===== config.mk =====
export PLATFORM = sky130hd
export DESIGN_NAME = ysyx_041461_clint_mh
export DESIGN_NICKNAME = d
export VERILOG_FILES = /design/src/rtl/ysyx_041461_clint_mh_pkg.sv /design/src/rtl/ysyx_041461_clint_decode.sv /design/src/rtl/ysyx_041461_clint_mh.sv
export SDC_FILE = /design/constraint.sdc
export NUM_CORES = 1
export LEC_CHECK = 0
export ABC_AREA = 0
export BUFFER_PORTS_ARGS = -buffer_cell sky130_fd_sc_hd__buf_2
export CAP_MARGIN = 20
export CORE_UTILIZATION = 35
export DETAILED_ROUTE_END_ITERATION = 6
export GPL_ROUTABILITY_DRIVEN = 1
export GPL_TIMING_DRIVEN = 0
export SYNTH_ARGS = -nofsm -noshare
export SYNTH_HDL_FRONTEND = slang
export SYNTH_SLANG_ARGS = --single-unit

===== constraint.sdc =====
create_clock -name clk -period 4.3 [get_ports clk]
set_input_delay 0.86 -clock clk [delete_from_list [all_inputs] [get_ports clk]]
set_output_delay 0.86 -clock clk [all_outputs]
set_load 0.01 [all_outputs]

===== src/rtl/ysyx_041461_clint_mh_pkg.sv =====
// Shared definitions for the multi-hart CLINT: FSM states, register offsets,
// AXI response codes and the byte-strobe merge helper.
package ysyx_041461_clint_mh_pkg;

  typedef enum logic [1:0] {
    ysyx_041461_CLINTMH_IDLE  = 2'd0,
    ysyx_041461_CLINTMH_WDATA = 2'd1,
    ysyx_041461_CLINTMH_WRESP = 2'd2,
    ysyx_041461_CLINTMH_RDATA = 2'd3
  } clint_state_t;

  localparam logic [31:0] MSIP_OFF     = 32'h0000_0000;
  localparam logic [31:0] MTIMECMP_OFF = 32'h0000_4000;
  localparam logic [31:0] MTIME_OFF    = 32'h0000_BFF8;

  localparam logic [1:0] AXI_OKAY   = 2'b00;
  localparam logic [1:0] AXI_SLVERR = 2'b10;
  localparam logic [1:0] AXI_DECERR = 2'b11;

  // Bytes with their strobe set take the new value, the rest keep the old one.
  function automatic logic [63:0] merge64(input logic [63:0] old_v,
                                          input logic [63:0] new_v,
                                          input logic [7:0]  strb);
    logic [63:0] res;
    res = old_v;
    for (int b = 0; b < 8; b++)
      if (strb[b]) res[b*8 +: 8] = new_v[b*8 +: 8];
    return res;
  endfunction

endpackage


===== src/rtl/ysyx_041461_clint_decode.sv =====
// Address decoder: maps a bus address to one CLINT register and hart index,
// flagging unmapped addresses and bursts as errors.
module ysyx_041461_clint_decode
  import ysyx_041461_clint_mh_pkg::*;
#(
  parameter int          NHART = 1,
  parameter logic [31:0] BASE  = 32'h0200_0000
) (
  input  logic [31:0] i_addr,
  input  logic [7:0]  i_len,
  output logic        o_hit_msip,
  output logic        o_hit_cmp,
  output logic        o_hit_mtime,
  output logic [2:0]  o_hart,
  output logic        o_err
);

  logic [31:0] w_off, w_moff, w_coff;

  // Offsets below a window wrap to huge values, so a single upper-bound
  // compare also rejects addresses underneath it.
  assign w_off  = i_addr - BASE;
  assign w_moff = w_off - MSIP_OFF;
  assign w_coff = w_off - MTIMECMP_OFF;

  assign o_hit_msip  = (w_moff >> 2) < 32'(NHART);
  assign o_hit_cmp   = (w_coff >> 3) < 32'(NHART);
  assign o_hit_mtime = (w_off >> 3) == (MTIME_OFF >> 3);
  assign o_hart      = o_hit_msip ? w_moff[4:2] : w_coff[5:3];
  assign o_err       = !(o_hit_msip || o_hit_cmp || o_hit_mtime) || (i_len != 8'd0);

endmodule


===== src/rtl/ysyx_041461_clint_mh.sv =====
// Multi-hart CLINT on an AXI4 slave port: shared prescaled mtime, per-hart
// mtimecmp and msip, SLVERR for unmapped or burst accesses.
module ysyx_041461_clint_mh
  import ysyx_041461_clint_mh_pkg::*;
#(
  parameter int          NHART    = 1,
  parameter logic [31:0] BASE     = 32'h0200_0000,
  parameter int          TICK_DIV = 1,
  parameter int          ID_W     = 4
) (
  input  logic              clk,
  input  logic              rst_n,
  input  logic              CLINT_awvalid,
  input  logic [ID_W-1:0]   CLINT_awid,
  input  logic [31:0]       CLINT_awaddr,
  input  logic [7:0]        CLINT_awlen,
  input  logic [2:0]        CLINT_awsize,
  input  logic [1:0]        CLINT_awburst,
  output logic              CLINT_awready,
  input  logic              CLINT_wvalid,
  input  logic [63:0]       CLINT_wdata,
  input  logic [7:0]        CLINT_wstrb,
  input  logic              CLINT_wlast,
  output logic              CLINT_wready,
  output logic              CLINT_bvalid,
  output logic [ID_W-1:0]   CLINT_bid,
  output logic [1:0]        CLINT_bresp,
  input  logic              CLINT_bready,
  input  logic              CLINT_arvalid,
  input  logic [ID_W-1:0]   CLINT_arid,
  input  logic [31:0]       CLINT_araddr,
  input  logic [7:0]        CLINT_arlen,
  input  logic [2:0]        CLINT_arsize,
  input  logic [1:0]        CLINT_arburst,
  output logic              CLINT_arready,
  output logic              CLINT_rvalid,
  output logic [ID_W-1:0]   CLINT_rid,
  output logic [1:0]        CLINT_rresp,
  output logic [63:0]       CLINT_rdata,
  output logic              CLINT_rlast,
  input  logic              CLINT_rready,
  output logic [NHART-1:0]  mtip,
  output logic [NHART-1:0]  msip,
  output logic [63:0]       mtime_o
);

  clint_state_t            r_state;
  logic [ID_W-1:0]         r_id;
  logic [7:0]              r_len, r_beat;
  logic                    r_err, r_lane;
  logic                    r_hit_msip, r_hit_cmp, r_hit_mt;
  logic [2:0]              r_hart;
  logic [63:0]             r_rdata;
  logic [31:0]             r_presc;
  logic [63:0]             r_mtime;
  logic [NHART-1:0][63:0]  r_cmp;
  logic [NHART-1:0]        r_msip;

  logic       w_aw_msip, w_aw_cmp, w_aw_mt, w_aw_err;
  logic       w_ar_msip, w_ar_cmp, w_ar_mt, w_ar_err;
  logic [2:0] w_aw_hart, w_ar_hart;
  logic       w_tick, w_wen, w_msip_strb, w_msip_bit;
  logic [63:0] w_snap;
  logic       w_unused;

  // Size and burst type carry no information here: only single 64-bit beats are honoured.
  assign w_unused = ^{CLINT_awsize, CLINT_awburst, CLINT_arsize, CLINT_arburst};

  ysyx_041461_clint_decode #(.NHART(NHART), .BASE(BASE)) u_dec_aw (
    .i_addr(CLINT_awaddr), .i_len(CLINT_awlen),
    .o_hit_msip(w_aw_msip), .o_hit_cmp(w_aw_cmp), .o_hit_mtime(w_aw_mt),
    .o_hart(w_aw_hart), .o_err(w_aw_err)
  );

  ysyx_041461_clint_decode #(.NHART(NHART), .BASE(BASE)) u_dec_ar (
    .i_addr(CLINT_araddr), .i_len(CLINT_arlen),
    .o_hit_msip(w_ar_msip), .o_hit_cmp(w_ar_cmp), .o_hit_mtime(w_ar_mt),
    .o_hart(w_ar_hart), .o_err(w_ar_err)
  );

  assign w_tick      = (r_presc == 32'(TICK_DIV - 1));
  assign w_wen       = (r_state == ysyx_041461_CLINTMH_WDATA) && CLINT_wvalid && !r_err;
  assign w_msip_strb = r_lane ? CLINT_wstrb[4] : CLINT_wstrb[0];
  assign w_msip_bit  = r_lane ? CLINT_wdata[32] : CLINT_wdata[0];

  always_comb begin
    w_snap = '0;
    if (!w_ar_err) begin
      if (w_ar_mt) w_snap = r_mtime;
      for (int h = 0; h < NHART; h++) begin
        if (w_ar_hart == h[2:0]) begin
          if (w_ar_cmp)  w_snap = r_cmp[h];
          if (w_ar_msip) w_snap = {31'b0, r_msip[h], 31'b0, r_msip[h]};
        end
      end
    end
  end

  always_ff @(posedge clk) begin
    if (!rst_n) begin
      r_state    <= ysyx_041461_CLINTMH_IDLE;
      r_id       <= '0;
      r_len      <= '0;
      r_beat     <= '0;
      r_err      <= 1'b0;
      r_lane     <= 1'b0;
      r_hit_msip <= 1'b0;
      r_hit_cmp  <= 1'b0;
      r_hit_mt   <= 1'b0;
      r_hart     <= '0;
      r_rdata    <= '0;
      r_presc    <= '0;
      r_mtime    <= '0;
      r_cmp      <= '1;
      r_msip     <= '0;
    end else begin
      r_presc <= w_tick ? '0 : r_presc + 32'd1;
      // A software write to mtime suppresses that cycle's increment.
      if (w_wen && r_hit_mt) r_mtime <= merge64(r_mtime, CLINT_wdata, CLINT_wstrb);
      else if (w_tick)       r_mtime <= r_mtime + 64'd1;

      for (int h = 0; h < NHART; h++) begin
        if (w_wen && r_hit_cmp && r_hart == h[2:0])
          r_cmp[h] <= merge64(r_cmp[h], CLINT_wdata, CLINT_wstrb);
        if (w_wen && r_hit_msip && r_hart == h[2:0] && w_msip_strb)
          r_msip[h] <= w_msip_bit;
      end

      unique case (r_state)
        ysyx_041461_CLINTMH_IDLE: begin
          if (CLINT_awvalid) begin
            r_id       <= CLINT_awid;
            r_len      <= CLINT_awlen;
            r_err      <= w_aw_err;
            r_lane     <= CLINT_awaddr[2];
            r_hit_msip <= w_aw_msip;
            r_hit_cmp  <= w_aw_cmp;
            r_hit_mt   <= w_aw_mt;
            r_hart     <= w_aw_hart;
            r_state    <= ysyx_041461_CLINTMH_WDATA;
          end else if (CLINT_arvalid) begin
            r_id    <= CLINT_arid;
            r_len   <= CLINT_arlen;
            r_err   <= w_ar_err;
            r_rdata <= w_snap;
            r_beat  <= '0;
            r_state <= ysyx_041461_CLINTMH_RDATA;
          end
        end
        ysyx_041461_CLINTMH_WDATA:
          if (CLINT_wvalid && CLINT_wlast) r_state <= ysyx_041461_CLINTMH_WRESP;
        ysyx_041461_CLINTMH_WRESP:
          if (CLINT_bready) r_state <= ysyx_041461_CLINTMH_IDLE;
        ysyx_041461_CLINTMH_RDATA:
          if (CLINT_rready) begin
            if (r_beat == r_len) r_state <= ysyx_041461_CLINTMH_IDLE;
            else                 r_beat  <= r_beat + 8'd1;
          end
        default: r_state <= ysyx_041461_CLINTMH_IDLE;
      endcase
    end
  end

  assign CLINT_awready = (r_state == ysyx_041461_CLINTMH_IDLE);
  assign CLINT_arready = (r_state == ysyx_041461_CLINTMH_IDLE) && !CLINT_awvalid;
  assign CLINT_wready  = (r_state == ysyx_041461_CLINTMH_WDATA);
  assign CLINT_bvalid  = (r_state == ysyx_041461_CLINTMH_WRESP);
  assign CLINT_bid     = r_id;
  assign CLINT_bresp   = r_err ? AXI_SLVERR : AXI_OKAY;
  assign CLINT_rvalid  = (r_state == ysyx_041461_CLINTMH_RDATA);
  assign CLINT_rid     = r_id;
  assign CLINT_rresp   = r_err ? AXI_SLVERR : AXI_OKAY;
  assign CLINT_rdata   = r_rdata;
  assign CLINT_rlast   = CLINT_rvalid && (r_beat == r_len);

  always_comb begin
    mtip = '0;
    for (int h = 0; h < NHART; h++) mtip[h] = (r_mtime >= r_cmp[h]);
  end

  assign msip    = r_msip;
  assign mtime_o = r_mtime;

endmodule


==> metrics.csv <==
metric;value;unit
drv_cap;0;
setup_viol;0;
worst_pin_slew;0.9896;ns
cts.sinks;255;
track_usage;26.36;%
arrival;3.36;ns
ys_types;77;
slew_violations;0;
antenna_found_initial;6;
slowest_stage;dfxtp_2;
path_class;reg -> out;
numCtsBuffers;30;
min_path_cells;2;
setup_tns;0;ns
fmax;237.1;MHz
min_period;4.218;ns
nNetsFinal;2407;
crit_chain;clkbuf_8 -> inv_1 -> ha_1 -> nand2b_1 -> a21o_1 -> a211oi_2 -> o21ai_2 -> a2111oi_4 -> a2111oi_2 -> o2111ai_1 -> nand4_1 -> buf_2;
clockRootBuffer;clkbuf_16;
syn_area;14060;um2
min_path_type;reg -> reg;
synth_flop_cell;dfxtp_1;
vdd.ir_drop.worst;0.0002948;V
boundaryPins;326;
syn_inst;1814;
initial_core_util;35.47;%
cp_max_fo;9;
status;completed;
slew_headroom;34.03;%
grt_pass1_vias;14187;
synth_edf_count;0;
port_buffers;306;
cts_tree;built;
htreeDepth;1;
ys_top_cells_by_area;dfxtp_1, ha_1, nand2_1, nand3_1, nor2_1;
die_x;202.4;um
num_rows;73;
ant_nets;0;
area_delta_synth_final;23.69;%
critPathCaptureType;output port;
vias;15163;
die_h;202.4;um
period_share;98.10;%
clock_latency;0.59;ns
yosys_warnings;0;
drt_drc_violations_left;0;
avgSynthCellArea;7.751;um2
post_drt_via_cell_ratio;5.597;
hold_viol_final;0;
drt_first_iter_violations;1231;
reg2reg_setup_slack;0.32;ns
die-area;40980;um2
path_clk_slew;0.06;ns
place_hpwl;42820;um
leakagePower;0.008003;uW
ys_ff_latch;255;
synth.top_cell.area_share;36.31;%
wl;55400;um
grt-ovfl-total;0;
grt_start_max_net_pins;16;
p_total;5515;uW
required;3.44;ns
wl_per_cell;20.45;um
core-area;39640;um2
reg2regPathDepth;9;
grt_pass1_wl;83400;um
dpl_worst_slack;-0.04210;ns
hold_slack;0.4438;ns
firstDrtPassIters;7;
seq_area_frac_synth;36.31;%
yosys.area.top_type;dfxtp_1;
power_density;317.1;nW/um2
cpPeakStageDelay;0.37;ns
drive_gt1_share;19.44;%
clock_skew;0.02368;ns
fin_ws;0.08177;ns
gp_congestion;0.9407;
clockBufferDepth;3;
start_kind;flip-flop;
async_flop_share;0;%
==> critical path: cells and delay by family (launching register included) <==
kind                     cells  cell delay [ns]
AO/OA/AOI/OAI                6             1.25
flip-flops                   1             0.37
adder cells (fa/ha/maj)      1             0.27
buffers and inverters        3             0.47
AND/OR/NAND/NOR              2             0.41
==> power breakdown <==
group | total (uW) | switching, uW | internal (uW)
sequential | 2410 | 23.9 | 2390
combinational | 441 | 276 | 165
clock | 2660 | 1090 | 1570
total | 5510 | 1390 | 4130
==> stage by stage <==
stage,std cells,cell area [um2],utilization [%]
finish,2709,17390,43.87
global route,2707,17390,43.86
CTS,2706,17370,43.82
detailed placement,2650,16310,41.15
global placement,2646,16250,41.00
floorplan,1815,14060,-
==> worst paths after layout <==
path | start | to
worst max register to register | r_state[0] | mtime_o[34]
worst min-delay path | CLINT_rdata[5] | CLINT_rdata[5]
worst min register to register | CLINT_rdata[5] | CLINT_rdata[5]
worst max-delay path | mtime_o[0] | mtip
==> cell usage in the layout (no fill, tap or decap), types with 7 or more instances in the layout <==
cell / synthesis / final
xnor2_1: 9 / 9
mux2i_1: 17 / 17
a211oi_1: 31 / 29
buf_4: 8 / 8
o21ai_0: 69 / 68
and4_1: 15 / 15
ha_1: 72 / 72
o31ai_1: 8 / 8
xor2_1: 42 / 42
buf_2: 16 / 322
a21oi_1: 96 / 96
clkbuf_8: 0 / 7
and2_1: 8 / 8
clkinv_2: 0 / 8
nor2b_1: 11 / 11
inv_1: 81 / 81
nand2_1: 238 / 238
dfxtp_1: 255 / 254
a22oi_1: 72 / 72
or3_1: 12 / 12
o221a_2: 7 / 7
buf_6: 6 / 8
o22ai_1: 8 / 8
o211ai_1: 14 / 14
o21ai_1: 68 / 68
nand2b_1: 9 / 9
a21o_1: 14 / 14
and3_1: 31 / 31
nor2_1: 156 / 155
nor4_1: 23 / 23
clkbuf_16: 0 / 30
nand3_1: 170 / 170
nand4_1: 38 / 38
a31oi_1: 7 / 7
clkbuf_1: 71 / 76
nor3_1: 33 / 32
==> registers in the layout (all words and copies together), names as in the netlist, 2 cells and up <==
register	count
r_presc	32
CLINT_bid	4
r_beat	8
r_hart	3
r_cmp	64
r_state	2
mtime_o	64
r_len	8
CLINT_rdata	64
==> per-layer routing <==
metal,part of all wire [%],GRT usage [%],up-vias
li1,-,-,7241
met1,42,33.76,7161
met2,47,44.95,628
met3,7.9,4.482,125
met4,2.9,8.056,8
met5,0.079,0,-
==> synthesized netlist by cell type (all sizes together) (15+ instances only) <==
cell type / number
a21oi: 96
nor2: 156
nand3: 170
and3: 31
a22oi: 72
nand4: 38
buf: 36
nor3: 35
mux2i: 17
clkbuf: 71
a211oi: 31
xor2: 42
and4: 15
dfxtp: 255
o21ai: 138
ha: 72
nor4: 25
nand2: 238
inv: 82
==> area by class of cell <==
class,count,area [um2]
diodes,3,7.507
plain buffers,107,506.7
multi-input cells,1370,8197
repair buffers,310,1584
clock buffers,42,855.8
fillers,4167,22250
flip-flops and latches,255,5106
clock inverters,14,165.2
well taps,525,656.9
inverters,83,311.5
==> logic make-up after synthesis <==
kind of cell	count (synthesis)	share of synthesized area, %
DFF	255	36.31
muxes	19	1.370
and+or+nand+nor	782	26.92
xor gates and xnor gates	51	3.177
AOI/OAI and AO/OA	444	20.04
other	1	0.02667
buffers and inverters	190	5.749
adders and majority gates	72	6.407
==> repair_timing <==
item	4_1_cts	5_1_grt
gates resized for setup	13	1
pin swaps	3	4
hold buffers	0	0
setup endpoints to repair	1	1
setup buffers	0	0
Note: power is estimated with default switching activity, not from simulation.
